**src/rtl/dct_pkg.sv**
```systemverilog
// Shared constants, FSM encoding and the fixed-point row-DCT coefficient table
// (scale 2^7) used by dct_row_mac.
package dct_pkg;

  localparam int N_PTS  = 8;
  localparam int COEF_W = 8;

  typedef enum logic [1:0] {
    ST_LOAD    = 2'd0,
    ST_COMPUTE = 2'd1,
    ST_WRITE   = 2'd2
  } state_e;

  typedef logic signed [COEF_W-1:0] coef_t;

  // C[k][n] = round(128 * c(k) * cos((2n+1)k*pi/16)), row index k
  localparam coef_t COEF_TBL [N_PTS][N_PTS] = '{
    '{ 8'sd45,  8'sd45,  8'sd45,  8'sd45,  8'sd45,  8'sd45,  8'sd45,  8'sd45},
    '{ 8'sd63,  8'sd53,  8'sd36,  8'sd12, -8'sd12, -8'sd36, -8'sd53, -8'sd63},
    '{ 8'sd59,  8'sd24, -8'sd24, -8'sd59, -8'sd59, -8'sd24,  8'sd24,  8'sd59},
    '{ 8'sd53, -8'sd12, -8'sd63, -8'sd36,  8'sd36,  8'sd63,  8'sd12, -8'sd53},
    '{ 8'sd45, -8'sd45, -8'sd45,  8'sd45,  8'sd45, -8'sd45, -8'sd45,  8'sd45},
    '{ 8'sd36, -8'sd63,  8'sd12,  8'sd53, -8'sd53, -8'sd12,  8'sd63, -8'sd36},
    '{ 8'sd24, -8'sd59,  8'sd59, -8'sd24, -8'sd24,  8'sd59, -8'sd59,  8'sd24},
    '{ 8'sd12, -8'sd36,  8'sd53, -8'sd63,  8'sd63, -8'sd53,  8'sd36, -8'sd12}
  };

  function automatic coef_t coef_lookup(input logic [2:0] k, input logic [2:0] n);
    return COEF_TBL[k][n];
  endfunction

endpackage

```
**src/rtl/dct_mac_unit.sv**
```systemverilog
// Shared multiply-accumulate for the row DCT; res_o is the rounded, saturated
// view of the accumulator's next value so the caller can register it directly.
module dct_mac_unit
  import dct_pkg::*;
#(
  parameter int XW     = 9,
  parameter int COEF_W = 8,
  parameter int ACC_W  = 20,
  parameter int WIDTH  = 11,
  parameter int FRAC   = 7
) (
  input  logic                     clk,
  input  logic                     rst,
  input  logic                     clr_i,
  input  logic                     en_i,
  input  logic signed [XW-1:0]     x_i,
  input  logic signed [COEF_W-1:0] c_i,
  output logic signed [WIDTH-1:0]  res_o
);

  localparam logic signed [ACC_W-1:0] RND_HALF = ACC_W'(2 ** (FRAC - 1));
  localparam logic signed [ACC_W-1:0] SAT_MAX  = ACC_W'(2 ** (WIDTH - 1) - 1);
  localparam logic signed [ACC_W-1:0] SAT_MIN  = -SAT_MAX - ACC_W'(1);

  logic signed [XW+COEF_W-1:0] prod_s;
  logic signed [ACC_W-1:0]     acc_q;
  logic signed [ACC_W-1:0]     acc_d;
  logic signed [ACC_W-1:0]     rnd_s;
  logic signed [ACC_W-1:0]     shr_s;

  always_comb begin
    prod_s = x_i * c_i;
    if (clr_i) begin
      acc_d = '0;
    end else if (en_i) begin
      acc_d = acc_q + ACC_W'(prod_s);
    end else begin
      acc_d = acc_q;
    end
    // Arithmetic shift after adding half an LSB gives round-half-up.
    rnd_s = acc_d + RND_HALF;
    shr_s = rnd_s >>> FRAC;
    if (shr_s > SAT_MAX) begin
      res_o = SAT_MAX[WIDTH-1:0];
    end else if (shr_s < SAT_MIN) begin
      res_o = SAT_MIN[WIDTH-1:0];
    end else begin
      res_o = shr_s[WIDTH-1:0];
    end
  end

  always_ff @(posedge clk) begin
    if (rst) begin
      acc_q <= '0;
    end else begin
      acc_q <= acc_d;
    end
  end

endmodule

```
**src/rtl/dct_row_mac.sv**
```systemverilog
// Serial 8-point row DCT: loads 8 level-shifted pixels, then computes and
// writes p[0..7] into the partial-product bank through din/wa/enreg.
module dct_row_mac
  import dct_pkg::*;
#(
  parameter int WIDTH  = 11,
  parameter int PIX_W  = 8,
  parameter int COEF_W = dct_pkg::COEF_W,
  parameter int FRAC   = 7
) (
  input  logic                    clk,
  input  logic                    rst,
  input  logic [PIX_W-1:0]        pix_in,
  input  logic                    pix_valid,
  output logic                    pix_ready,
  output logic signed [WIDTH-1:0] din,
  output logic [2:0]              wa,
  output logic                    enreg,
  output logic                    busy,
  output logic                    row_done
);

  localparam int XW    = PIX_W + 1;
  localparam int ACC_W = PIX_W + 1 + COEF_W + 3;
  localparam logic signed [XW-1:0] PIX_OFS = {2'b01, {(PIX_W - 1){1'b0}}};

  state_e                  state_q, state_d;
  logic [2:0]              n_q, n_d;
  logic [2:0]              k_q, k_d;
  logic signed [XW-1:0]    xbuf_q [N_PTS];
  logic signed [XW-1:0]    xbuf_d [N_PTS];
  logic signed [WIDTH-1:0] din_q, din_d;
  logic [2:0]              wa_q, wa_d;
  logic                    enreg_q, enreg_d;
  logic                    row_done_q, row_done_d;
  logic                    busy_q, busy_d;
  logic                    mac_en_s, mac_clr_s;
  logic signed [COEF_W-1:0] coef_s;
  logic signed [WIDTH-1:0] mac_res_s;

  assign pix_ready = (state_q == ST_LOAD) && !rst;
  assign coef_s    = COEF_W'(coef_lookup(k_q, n_q));
  assign din       = din_q;
  assign wa        = wa_q;
  assign enreg     = enreg_q;
  assign busy      = busy_q;
  assign row_done  = row_done_q;

  dct_mac_unit #(
    .XW     (XW),
    .COEF_W (COEF_W),
    .ACC_W  (ACC_W),
    .WIDTH  (WIDTH),
    .FRAC   (FRAC)
  ) u_mac (
    .clk   (clk),
    .rst   (rst),
    .clr_i (mac_clr_s),
    .en_i  (mac_en_s),
    .x_i   (xbuf_q[n_q]),
    .c_i   (coef_s),
    .res_o (mac_res_s)
  );

  always_comb begin
    state_d    = state_q;
    n_d        = n_q;
    k_d        = k_q;
    xbuf_d     = xbuf_q;
    din_d      = din_q;
    wa_d       = wa_q;
    enreg_d    = 1'b0;
    row_done_d = 1'b0;
    mac_en_s   = 1'b0;
    mac_clr_s  = 1'b0;
    case (state_q)
      ST_LOAD: begin
        mac_clr_s = 1'b1;
        if (pix_valid && pix_ready) begin
          xbuf_d[n_q] = $signed({1'b0, pix_in}) - PIX_OFS;
          n_d         = n_q + 3'd1;
          if (n_q == 3'd7) begin
            state_d = ST_COMPUTE;
            k_d     = 3'd0;
          end else begin
            state_d = ST_LOAD;
          end
        end else begin
          n_d = n_q;
        end
      end
      ST_COMPUTE: begin
        mac_en_s = 1'b1;
        n_d      = n_q + 3'd1;
        // Last product: the result is taken from the accumulator's next value.
        if (n_q == 3'd7) begin
          state_d    = ST_WRITE;
          enreg_d    = 1'b1;
          wa_d       = k_q;
          din_d      = mac_res_s;
          row_done_d = (k_q == 3'd7);
        end else begin
          state_d = ST_COMPUTE;
        end
      end
      ST_WRITE: begin
        mac_clr_s = 1'b1;
        n_d       = 3'd0;
        if (k_q == 3'd7) begin
          state_d = ST_LOAD;
          k_d     = 3'd0;
        end else begin
          state_d = ST_COMPUTE;
          k_d     = k_q + 3'd1;
        end
      end
      default: begin
        state_d = ST_LOAD;
        n_d     = 3'd0;
        k_d     = 3'd0;
      end
    endcase
    busy_d = (state_d != ST_LOAD);
  end

  always_ff @(posedge clk) begin
    if (rst) begin
      state_q    <= ST_LOAD;
      n_q        <= 3'd0;
      k_q        <= 3'd0;
      xbuf_q     <= '{default: '0};
      din_q      <= '0;
      wa_q       <= 3'd0;
      enreg_q    <= 1'b0;
      row_done_q <= 1'b0;
      busy_q     <= 1'b0;
    end else begin
      state_q    <= state_d;
      n_q        <= n_d;
      k_q        <= k_d;
      xbuf_q     <= xbuf_d;
      din_q      <= din_d;
      wa_q       <= wa_d;
      enreg_q    <= enreg_d;
      row_done_q <= row_done_d;
      busy_q     <= busy_d;
    end
  end

endmodule

```
**config.mk**
```make
export PLATFORM = sky130hd
export DESIGN_NAME = dct_row_mac
export DESIGN_NICKNAME = d
export VERILOG_FILES = /design/src/rtl/dct_pkg.sv /design/src/rtl/dct_mac_unit.sv /design/src/rtl/dct_row_mac.sv
export SDC_FILE = /design/constraint.sdc
export NUM_CORES = 1
export LEC_CHECK = 0
export ABC_AREA = 1
export BUFFER_PORTS_ARGS = -buffer_cell sky130_fd_sc_hd__buf_2
export CORE_MARGIN = 2
export CORE_UTILIZATION = 60
export CTS_CLUSTER_SIZE = 30
export DETAILED_ROUTE_END_ITERATION = 7
export PLACE_DENSITY = 0.75
export SLEW_MARGIN = 15
export SYNTH_ARGS = -nofsm -noshare
export SYNTH_HDL_FRONTEND = slang
export SYNTH_SLANG_ARGS = --single-unit
```
**constraint.sdc**
```tcl
create_clock -name clk -period 15.11 [get_ports clk]
set_input_delay 1.511 -clock clk [delete_from_list [all_inputs] [get_ports clk]]
set_output_delay 1.511 -clock clk [all_outputs]
set_load 0.01 [all_outputs]
```
# Word level (Yosys, flattened, before mapping)
# Memory sizes are Yosys's and may differ from the RTL's.
# Cells that the tools add are included.
# word_totals
reg_bits	117
romBits	512
input_bits	11
word_cells	80
n_memories	1
# classes
n_addsub	5
mul	1
n_lt_le_gt_ge	5
n_eq_ne	6
muxes	29
n_bitwise	4
n_reduce_logical	12
# memory_table
name	words	width	rd	rd_clocked_by_memory_dff	write_ports	line_no	text
(name not given)	8	64	1	0	0	dct_pkg.sv:29	return COEF_TBL[k][n];
# op_table
cell	count
2-to-1 mux 64 bit	2
bitwise mux 72 bit	1
2-to-1 mux 20 bit	2
binary-select mux 9 bit (select 3 bit)	1
demux 9 bit (select 3 bit)	1
2-to-1 mux 9 bit	3
binary-select mux 8 bit (select 3 bit)	1
2-to-1 mux 11 bit	2
adder 20 x 17 -> 20 bit	1
adder 20 x 8 -> 20 bit, second input constant	1
multiplier 9 x 8 -> 17 bit	1
2-to-1 mux 8 bit	2
greater-than comparator 13 x 11 -> 1 bit, second input constant	1
< comparator 13 x 11 -> 1 bit, second input constant	1
2-to-1 mux 3 bit	4
one-hot mux 3 bit (3 select lines)	1
subtractor 8 x 8 -> 9 bit, second input constant	1
greater-or-equal comparator 4 bit, second input constant	2
inverter 3 -> 4 bit	2
adder 3 x 1 -> 3 bit, second input constant	2
== test 3 bit, second input constant	2
one-hot mux 2 bit (3 select lines)	1
one-hot mux 3 bit (2 select lines)	1
2-to-1 mux 1 bit	5
other kinds (14)	21

# Depth between registers and ports, before layout
# Gate-level depths: netlist (run 1).
# logic_depth
ltp_word	15
depth_mapped	41

# By module
# Synthesis (run 1) repeated with hierarchy kept, for this count alone.
# unflattened
cells_unflattened	1554
area_unflattened_um2	10378.7
# by_module_without_submodules
mod	n_inst	cells_each	area_per_inst_um2
dct_mac_unit	1	770	5534.1
dct_row_mac	1	784	4844.6

# Worst setup path before layout (run 1)
# Ideal clock, no wire load.
# synth_path
path_type	reg-to-reg
from	register k_q[0]
to	register din_q[0], in the netlist din[0]
setup_ps	117
arrival_ps	6853
path_slack_ps	8140
path_stages_with_launch	37
path_buffers	1
synth_period_minus_slack_ps	6970
cell_sequence	dfxtp_1 clkbuf_1 inv_1 ha_1 inv_1 nor2_1 inv_1 o21ai_0 o21ai_0 nand4_1 nor2_1 inv_1 fa_1 inv_1 fa_1 fa_1 fa_1 fa_1 ha_1 nand2_1 nand2_1 inv_1 nand2_1 nand2_1 nand3_1 o21ai_1 inv_2 nor2_4 nand2_2 nor2_4 nand3_1 nand2_1 nand2_2 inv_2 a21oi_1 nor2_1 nor2_1
# synth_between
elab_chain_len	15
# synth_rtl
item	line_no	text
from (decl)	dct_row_mac.sv:29	logic [2:0] k_q, k_d;
from (signal assigned)	dct_row_mac.sv:140	k_q <= k_d;
inverter 3 -> 4 bit (not written as such) *	dct_pkg.sv:29	
memory (8 x 64 bit) *	--	
2-to-1 mux 64 bit (not written as such) * (2 in a row)	dct_pkg.sv:29	
binary-select mux 8 bit (select 3 bit) *	dct_pkg.sv:29	
2-to-1 mux 8 bit (not written as such) * (2 in a row)	dct_pkg.sv:29	
multiplier 9 x 8 -> 17 bit *	dct_mac_unit.sv:32	prod_s = x_i * c_i;
adder 20 x 17 -> 20 bit *	dct_mac_unit.sv:36	acc_d = acc_q + ACC_W'(prod_s);
2-to-1 mux 20 bit *	dct_mac_unit.sv:35	end else if (en_i) begin
2-to-1 mux 20 bit *	dct_mac_unit.sv:33	if (clr_i) begin
adder 20 x 8 -> 20 bit *	dct_mac_unit.sv:41	rnd_s = acc_d + RND_HALF;
< comparator 13 x 11 -> 1 bit	dct_mac_unit.sv:45	end else if (shr_s < SAT_MIN) begin
2-to-1 mux 11 bit	dct_mac_unit.sv:45	
2-to-1 mux 11 bit *	dct_mac_unit.sv:43	if (shr_s > SAT_MAX) begin
to (signal assigned)	dct_row_mac.sv:142	din_q <= din_d;
to (decl)	dct_row_mac.sv:32	logic signed [WIDTH-1:0] din_q, din_d;
# Every way passes the cells marked *; elsewhere a longest branch is shown, timed or not. The select of a mux whose other input is x is not followed.
# A chain may end at the register's enable or synchronous reset.

# Worst setup path after layout (run 1)
# layout_path
from	register n_q[0]
to	register din_q[1], in the netlist din[1]
# layout_between
elab_chain_len	12
# layout_rtl
item	line_no	text
from (decl)	dct_row_mac.sv:28	logic [2:0] n_q, n_d;
from (signal assigned)	dct_row_mac.sv:139	n_q <= n_d;
inverter 3 -> 4 bit (not written as such)	dct_pkg.sv:29, dct_row_mac.sv:60	
binary-select mux 9 bit (select 3 bit) or binary-select mux 8 bit (select 3 bit) (tied branches)	dct_row_mac.sv:60, dct_pkg.sv:29	
2-to-1 mux 9 bit (not written as such) or 2-to-1 mux 8 bit (tied branches) (2 in a row)	dct_row_mac.sv:60, dct_pkg.sv:29	
multiplier 9 x 8 -> 17 bit	dct_mac_unit.sv:32	
adder 20 x 17 -> 20 bit	dct_mac_unit.sv:36	
2-to-1 mux 20 bit	dct_mac_unit.sv:35	
2-to-1 mux 20 bit	dct_mac_unit.sv:33	
adder 20 x 8 -> 20 bit	dct_mac_unit.sv:41	
< comparator 13 x 11 -> 1 bit	dct_mac_unit.sv:45	
2-to-1 mux 11 bit	dct_mac_unit.sv:45	
2-to-1 mux 11 bit	dct_mac_unit.sv:43	
# Parallel ways exist; a longest one is shown, timed or not. The select of a mux whose other input is x is not followed.

==> flow_summary.ini, run 1 <==
[flow_run]
cap_violations = 0

[clocking]
root_buffer = clkbuf_16
ctsHoldBuffers = 0
postCtsSetupRepairBufs = 0
cts_buffer_depth = 2
htreeDepth = 3
cts.repair.resized = 0
cts_tree = done
numCtsBuffers = 9
cts.sinks = 109
cts.clk_slew.worst_paths_ns = 0.09
clock_latency_ns = 0.37

[place]
place_congestion = 0.959
port_buffers = 28
hpwl_um = 18800
pre_cts_ws_ns = 7.29
placed_area_um2 = 9690

[die]
core.rowCount = 45
core_area_um2 = 15300
die_x_um = 129
fp.dieH_um = 129
die_area_um2 = 16700
initial_utilization_pct = 61.5
io_pins = 29

[timing]
slew_viol_final = 0
slew_headroom_pct = 22.5
clock.fmax_mhz = 125
tightest_slew_ns = 1.15
period_share_pct = 53.0
worst_slack_ns = 7.10
finClkSkew_ns = 0.0128
fin_crit_ns = 8.01
rsz0062_at_grt = no
hold_viol = 0
setup_tns_ns = 0
setup_viol = 0

[layout]
fill_cells = 1390
multiInputGateArea_um2 = 6130
seq_area_um2 = 2180
nets = 1491
area_delta_synth_final_pct = 6.62
n_antenna_cell = 0
drive_above_1_share_pct = 7.09
stdcell_area_um2 = 10000

[drt]
drtPass1Iterations = 5
wl_per_cell_um = 15.5
post-route-drc-count = 0
via_count = 8401
first_iter_violations = 770
finalWirelength_um = 24000
drt-vias-per-instance = 5.42
ant_nets = 0

[yosys]
ys.flop_type = dfxtp_1
synth_most_common_cell = nor2_1
synth_common_cells = nor2_1, inv_1, nand2_1
synth_cell_types = 48
synth_top_area_share_pct = 23.2
synth_area_leaders = dfxtp_1, fa_1, nor2_1
yosysSeqAreaShare_pct = 23.2
syn_inst = 1323
synth-edff-count = 0
synth_area_um2 = 9390
yosysWarnings = 0
synthArstFlopShare_pct = 0
syn-mean-instance-area_um2 = 7.09
yosys.area.top_type = dfxtp_1
synth_fp_nets = 1480
synth_seq_cells = 109

[power]
leakagePower_uw = 0.00508
power.total_uw = 2220
ir_drop_mv = 0.189
power.density_nw_per_um2 = 222

[worst_setup_path]
cp_top_family = adder cells
critPathLaunchType = flop
critPathArrivalTime_ns = 8.27
max_stage_delay_ns = 0.89
cp-end-kind = flop
required_ns = 15.37
crit_fanout = 16
cp_common_cell = inv_1
critical_path_buf_inv_count = 8
crit_slowest_cell = nor4_1
worstSetupPathType = reg -> reg

[global_route]
grt_pass1_vias = 7992
grt.total_usage_pct = 30.7
antenna_found_initial = 0
grt_pass1_wl_um = 40000
grt_max_degree = 62
grt-ovfl-total = 0

[worst_hold_path]
hold_class = reg -> reg

[run_status]
status = complete, no violations
-- tightest hold or removal path: stages (launching register included) --
cell     delay, ns
dfxtp_1       0.30
inv_1         0.06
a21oi_1       0.06
-- area by class of cell --
cell class,count,area share (%)
clock inverter,7,0.938
clock buffer,9,2.25
timing repair buffer,35,1.93
tap,211,2.64
multi-input combinational,934,61.2
inverter,245,9.21
sequential,109,21.8
-- layer usage --
layer	vias to the layer above	wire [µm]	track usage [%]
met1	3964	11100	43.4
met3	37	1380	5.00
met2	258	11100	49.4
li1	4142	-	-
met4	0	425	8.31
met5	-	0	0
-- cell families (layout without fill, tap and decap cells) --
family | Yosys count | after routing | share of synthesized area [%]
flip-flops | 109 | 109 | 23.2
AO/OA/AOI/OAI | 199 | 199 | 11.6
buffers and inverters | 280 | 296 | 11.5
AND/OR/NAND/NOR | 577 | 577 | 26.0
adder cells (fa/ha/maj) | 146 | 146 | 26.6
XOR/XNOR | 12 | 12 | 1.12
-- cells in the final DEF, fill, tap and decap left out, types with 2 or more instances in the layout --
cell type	count
nand3_1	43
and2_1	3
nor2_1	252
o22ai_1	13
nor2_4	2
a211oi_1	3
o221ai_1	2
or2_2	7
nand3_2	4
a221oi_1	5
clkbuf_16	9
a21oi_1	54
buf_2	28
o21ai_1	2
buf_4	7
o211ai_1	3
inv_12	2
nand2_4	2
nand4_1	17
nand3b_1	3
nor4_1	3
dfxtp_1	109
nor2_2	2
o21ai_2	2
a22o_1	3
fa_1	89
inv_1	232
clkinv_8	2
nand2_2	11
o21ai_0	106
xnor2_1	3
nand2_1	218
inv_2	10
ha_1	57
clkinv_1	2
xor2_1	9
nor3_1	6
-- state kept, by name (all words and copies together), names as in the netlist --
| signal | flops |
|---|---|
| xbuf_q | 64 |
| u_mac.acc_q | 20 |
| din | 11 |
| k_q | 3 |
| n_q | 3 |
| wa | 3 |
| state_q | 2 |
| busy | 1 |
| enreg | 1 |
| row_done | 1 |
-- stage by stage --
stage	hold WS, ns	util, %	cells
2_1_floorplan	0.430	-	1323
3_3_place_gp	0.447	63.5	1534
3_5_place_dp	0.452	63.5	1534
4_1_cts	0.464	65.6	1550
5_1_grt	0.481	65.6	1550
6_report	0.464	65.6	1550
-- worst paths after layout --
check | cells after the start | startpoint | end | slack, ns
max reg2reg | 35 | n_q[0]$_SDFFE_PP0P_ | din[1]$_SDFFE_PP0P_ | 7.10
min | 2 | xbuf_q[12]$_SDFFE_PP0P_ | xbuf_q[12]$_SDFFE_PP0P_ | 0.46
max | 35 | n_q[0]$_SDFFE_PP0P_ | din[1]$_SDFFE_PP0P_ | 7.10
min reg2reg | 2 | xbuf_q[12]$_SDFFE_PP0P_ | xbuf_q[12]$_SDFFE_PP0P_ | 0.46
-- power by group --
| part | internal, µW | leakage [µW] | switching, µW | total [µW] |
|---|---|---|---|---|
| combinational | 632 | 0.00405 | 1040 | 1670 |
| clock | 122 | 0.000154 | 134 | 255 |
| sequential | 292 | 0.000880 | 3.64 | 295 |
| total | 1050 | 0.00508 | 1180 | 2220 |
No activity file was read; power rests on OpenSTA's default activity.
==> run 2: changes to the inputs <==
--- a/config.mk
+++ b/config.mk
@@ -5,13 +5,13 @@
 export SDC_FILE = /design/constraint.sdc
 export NUM_CORES = 1
 export LEC_CHECK = 0
-export ABC_AREA = 1
+export ABC_AREA = 0
 export BUFFER_PORTS_ARGS = -buffer_cell sky130_fd_sc_hd__buf_2
 export CORE_MARGIN = 2
-export CORE_UTILIZATION = 60
+export CORE_UTILIZATION = 58
 export CTS_CLUSTER_SIZE = 30
 export DETAILED_ROUTE_END_ITERATION = 7
-export PLACE_DENSITY = 0.75
+export PLACE_DENSITY = 0.76
 export SLEW_MARGIN = 15
 export SYNTH_ARGS = -nofsm -noshare
 export SYNTH_HDL_FRONTEND = slang
==> constraint.sdc (replaced) <==
create_clock -name clk -period 6.59 [get_ports clk]
set_input_delay 0.659 -clock clk [delete_from_list [all_inputs] [get_ports clk]]
set_output_delay 0.659 -clock clk [all_outputs]
set_load 0.01 [all_outputs]
==> flow_summary.ini, run 2 <==
[clocking]
cts.clk_slew.worst_paths_ns = 0.08
htreeDepth = 3
cts_buffer_depth = 2
cts.sinks = 109
cts_tree = done
numCtsBuffers = 9
clock_latency_ns = 0.37
root_buffer = clkbuf_16

[drt]
drt-vias-per-instance = 5.94
first_iter_violations = 902
finalWirelength_um = 28200
via_count = 8662
post-route-drc-count = 0
wl_per_cell_um = 19.3
ant_nets = 0
drtPass1Iterations = 7

[worst_setup_path]
critPathLaunchType = flop
crit_path_start = k_q[1]$_SDFFE_PP0P_
crit_fanout = 7
crit_slowest_cell = fa_1
cp_common_cell = fa_1
worstSetupPathType = reg -> reg
max_stage_delay_ns = 0.58
rr_startpoint = k_q[1]$_SDFFE_PP0P_
cp-end-kind = flop
critPathArrivalTime_ns = 7.58
required_ns = 6.83

[power]
ir_drop_mv = 0.200
p_comb_share_pct = 51.9
p_sw_uw = 1000
power.total_uw = 2550
p_clk_share_pct = 21.8
power.density_nw_per_um2 = 209
power_frac_seq_pct = 26.3
leakagePower_uw = 0.00546
internal-power_uw = 1550
power_switching_share_pct = 39.3

[layout]
fill_cells = 1017
final_cell_mix = buf_4, nor2_1, inv_1
stdcell_area_um2 = 12200
nets = 1395
n_antenna_cell = 0
largest_register_ffs = 64
final_common_cell = buf_4
area_delta_synth_final_pct = 28.5
top_register = xbuf_q
drive_above_1_share_pct = 30.2

[die]
core_area_um2 = 15900
die_x_um = 132
io_pins = 29
fp.dieH_um = 132
die_area_um2 = 17400
initial_utilization_pct = 59.7
core.rowCount = 46

[timing]
fin_crit_ns = 7.34
holdWs_ns = 0.453
slew_headroom_pct = 25.4
rsz0062_at_grt = yes
worst_slack_ns = -0.751
slew_viol_final = 0
clock.fmax_mhz = 136
period_share_pct = 111
setup_viol = 12
tightest_slew_ns = 1.11
finClkSkew_ns = 0.00966
hold_viol = 0

[yosys]
syn_inst = 1066
synth_seq_cells = 109
synth_fp_nets = 1223
synth_common_cells = nor2_1, inv_1, dfxtp_1
synth_top_area_share_pct = 22.9
ys.flop_type = dfxtp_1
yosysWarnings = 0
synth_most_common_cell = nor2_1
synth_area_leaders = dfxtp_1, fa_1, mux2i_1
yosysSeqAreaShare_pct = 22.9
synth_area_um2 = 9510
synth-edff-count = 0
synthArstFlopShare_pct = 0
yosys.area.top_type = dfxtp_1
syn-mean-instance-area_um2 = 8.92
synth_cell_types = 84

[global_route]
antenna_found_initial = 0
grt_max_degree = 98
grt-ovfl-total = 0
grt_pass1_vias = 8537
grt.total_usage_pct = 31.0
grt_pass1_wl_um = 43400

[worst_hold_path]
hold_class = reg -> reg
hold_path_startpoint = wa[0]$_SDFFE_PP0P_

[place]
placed_area_um2 = 11100
pre_cts_ws_ns = -0.914
port_buffers = 28
place_congestion = 0.935
hpwl_um = 19600

[run_status]
status = finished with violations
violations = negative setup slack

[flow_run]
cap_violations = 0
==> run 2: cell count changes in the layout (fill, tap and decap cells not counted), moves of 13 or more <==
cell and change:
nor2b_1 +19, o211ai_1 +13, a21oi_1 -28, nand3_1 -37
mux2i_1 +74, inv_1 -122, ha_4 +17, o21ai_0 -89
ha_1 -19, nand2_1 -143, buf_4 +164, nand4_1 -15
nor2_1 -104, nand2b_1 +22
==> run 2: what timing repair did <==
action | CTS | global route
endpoints found under the setup margin | 13 | 17
gates cloned | 0 | 1
hold buffers | 0 | 0
pin swaps | 36 | 47
setup buffers | 12 | 13
gates resized for setup | 55 | 79
==> run 2: area by class of cell <==
type | count | area [µm²] | share of cell area (%)
Clock inverter | 7 | 77.6 | 0.635
Inverter | 120 | 464 | 3.80
Clock buffer | 9 | 225 | 1.84
Tap cell | 216 | 270 | 2.21
Multi-Input combinational cell | 782 | 7320 | 59.9
Sequential cell | 109 | 2200 | 18.0
Timing Repair Buffer | 216 | 1670 | 13.6
==> run 2: path summary, 6_finish.rpt <==
| kind | end | slack (ns) | cells after the start |
|---|---|---|---|
| min reg2reg | wa[0]$_SDFFE_PP0P_ | 0.45 | 2 |
| max | din[2]$_SDFFE_PP0P_ | -0.75 | 29 |
| max reg2reg | din[2]$_SDFFE_PP0P_ | -0.75 | 29 |
| min | wa[0]$_SDFFE_PP0P_ | 0.45 | 2 |
==> run 2: metal layers <==
| layer | global-route usage (%) | vias to the layer above | part of all wire (%) |
|---|---|---|---|
| met4 | 10.3 | 0 | 3.7 |
| met2 | 48.8 | 409 | 47 |
| li1 | - | 3930 | - |
| met5 | 0 | - | 0 |
| met1 | 43.3 | 4234 | 42 |
| met3 | 5.69 | 89 | 7.3 |
==> run 2: stage by stage <==
stage / cells / utilization (%) / TNS [ns]
2_1_floorplan: 1066 / - / -6.19
3_3_place_gp: 1419 / 69.7 / -8.66
3_5_place_dp: 1419 / 69.7 / -9.75
4_1_cts: 1447 / 73.7 / -6.21
5_1_grt: 1459 / 76.7 / -9.98
6_report: 1459 / 76.7 / -7.68
==> run 2: worst max-delay path: cells and delay by family (launching register included) <==
| family | cells | cell delay [ns] |
|---|---|---|
| adder cells (fa/ha/maj) | 7 | 2.95 |
| AO/OA/AOI/OAI | 8 | 1.77 |
| buffers and inverters | 7 | 0.77 |
| AND/OR/NAND/NOR | 5 | 0.54 |
| multiplexers | 1 | 0.48 |
| flip-flops | 1 | 0.37 |
| XOR/XNOR | 1 | 0.30 |
==> run 2: power by group through the flow <==
stage	clock network [µW]	logic [µW]	registers [µW]
2_1_floorplan	0	690	684
3_3_place_gp	0	996	688
3_5_place_dp	0	1020	689
4_1_cts	559	1100	671
5_1_grt	584	1430	672
6_report	555	1320	671
==> run 2: cells by family (layout without fill, tap and decap cells) <==
logic type	Yosys count	after routing	synth area share, %
adder cells (fa/ha/maj)	146	146	26.2
flip-flops	109	109	22.9
multiplexers	87	87	10.5
AO/OA/AOI/OAI	172	172	13.2
XOR/XNOR	24	24	2.21
AND/OR/NAND/NOR	353	353	17.8
buffers and inverters	175	352	7.04
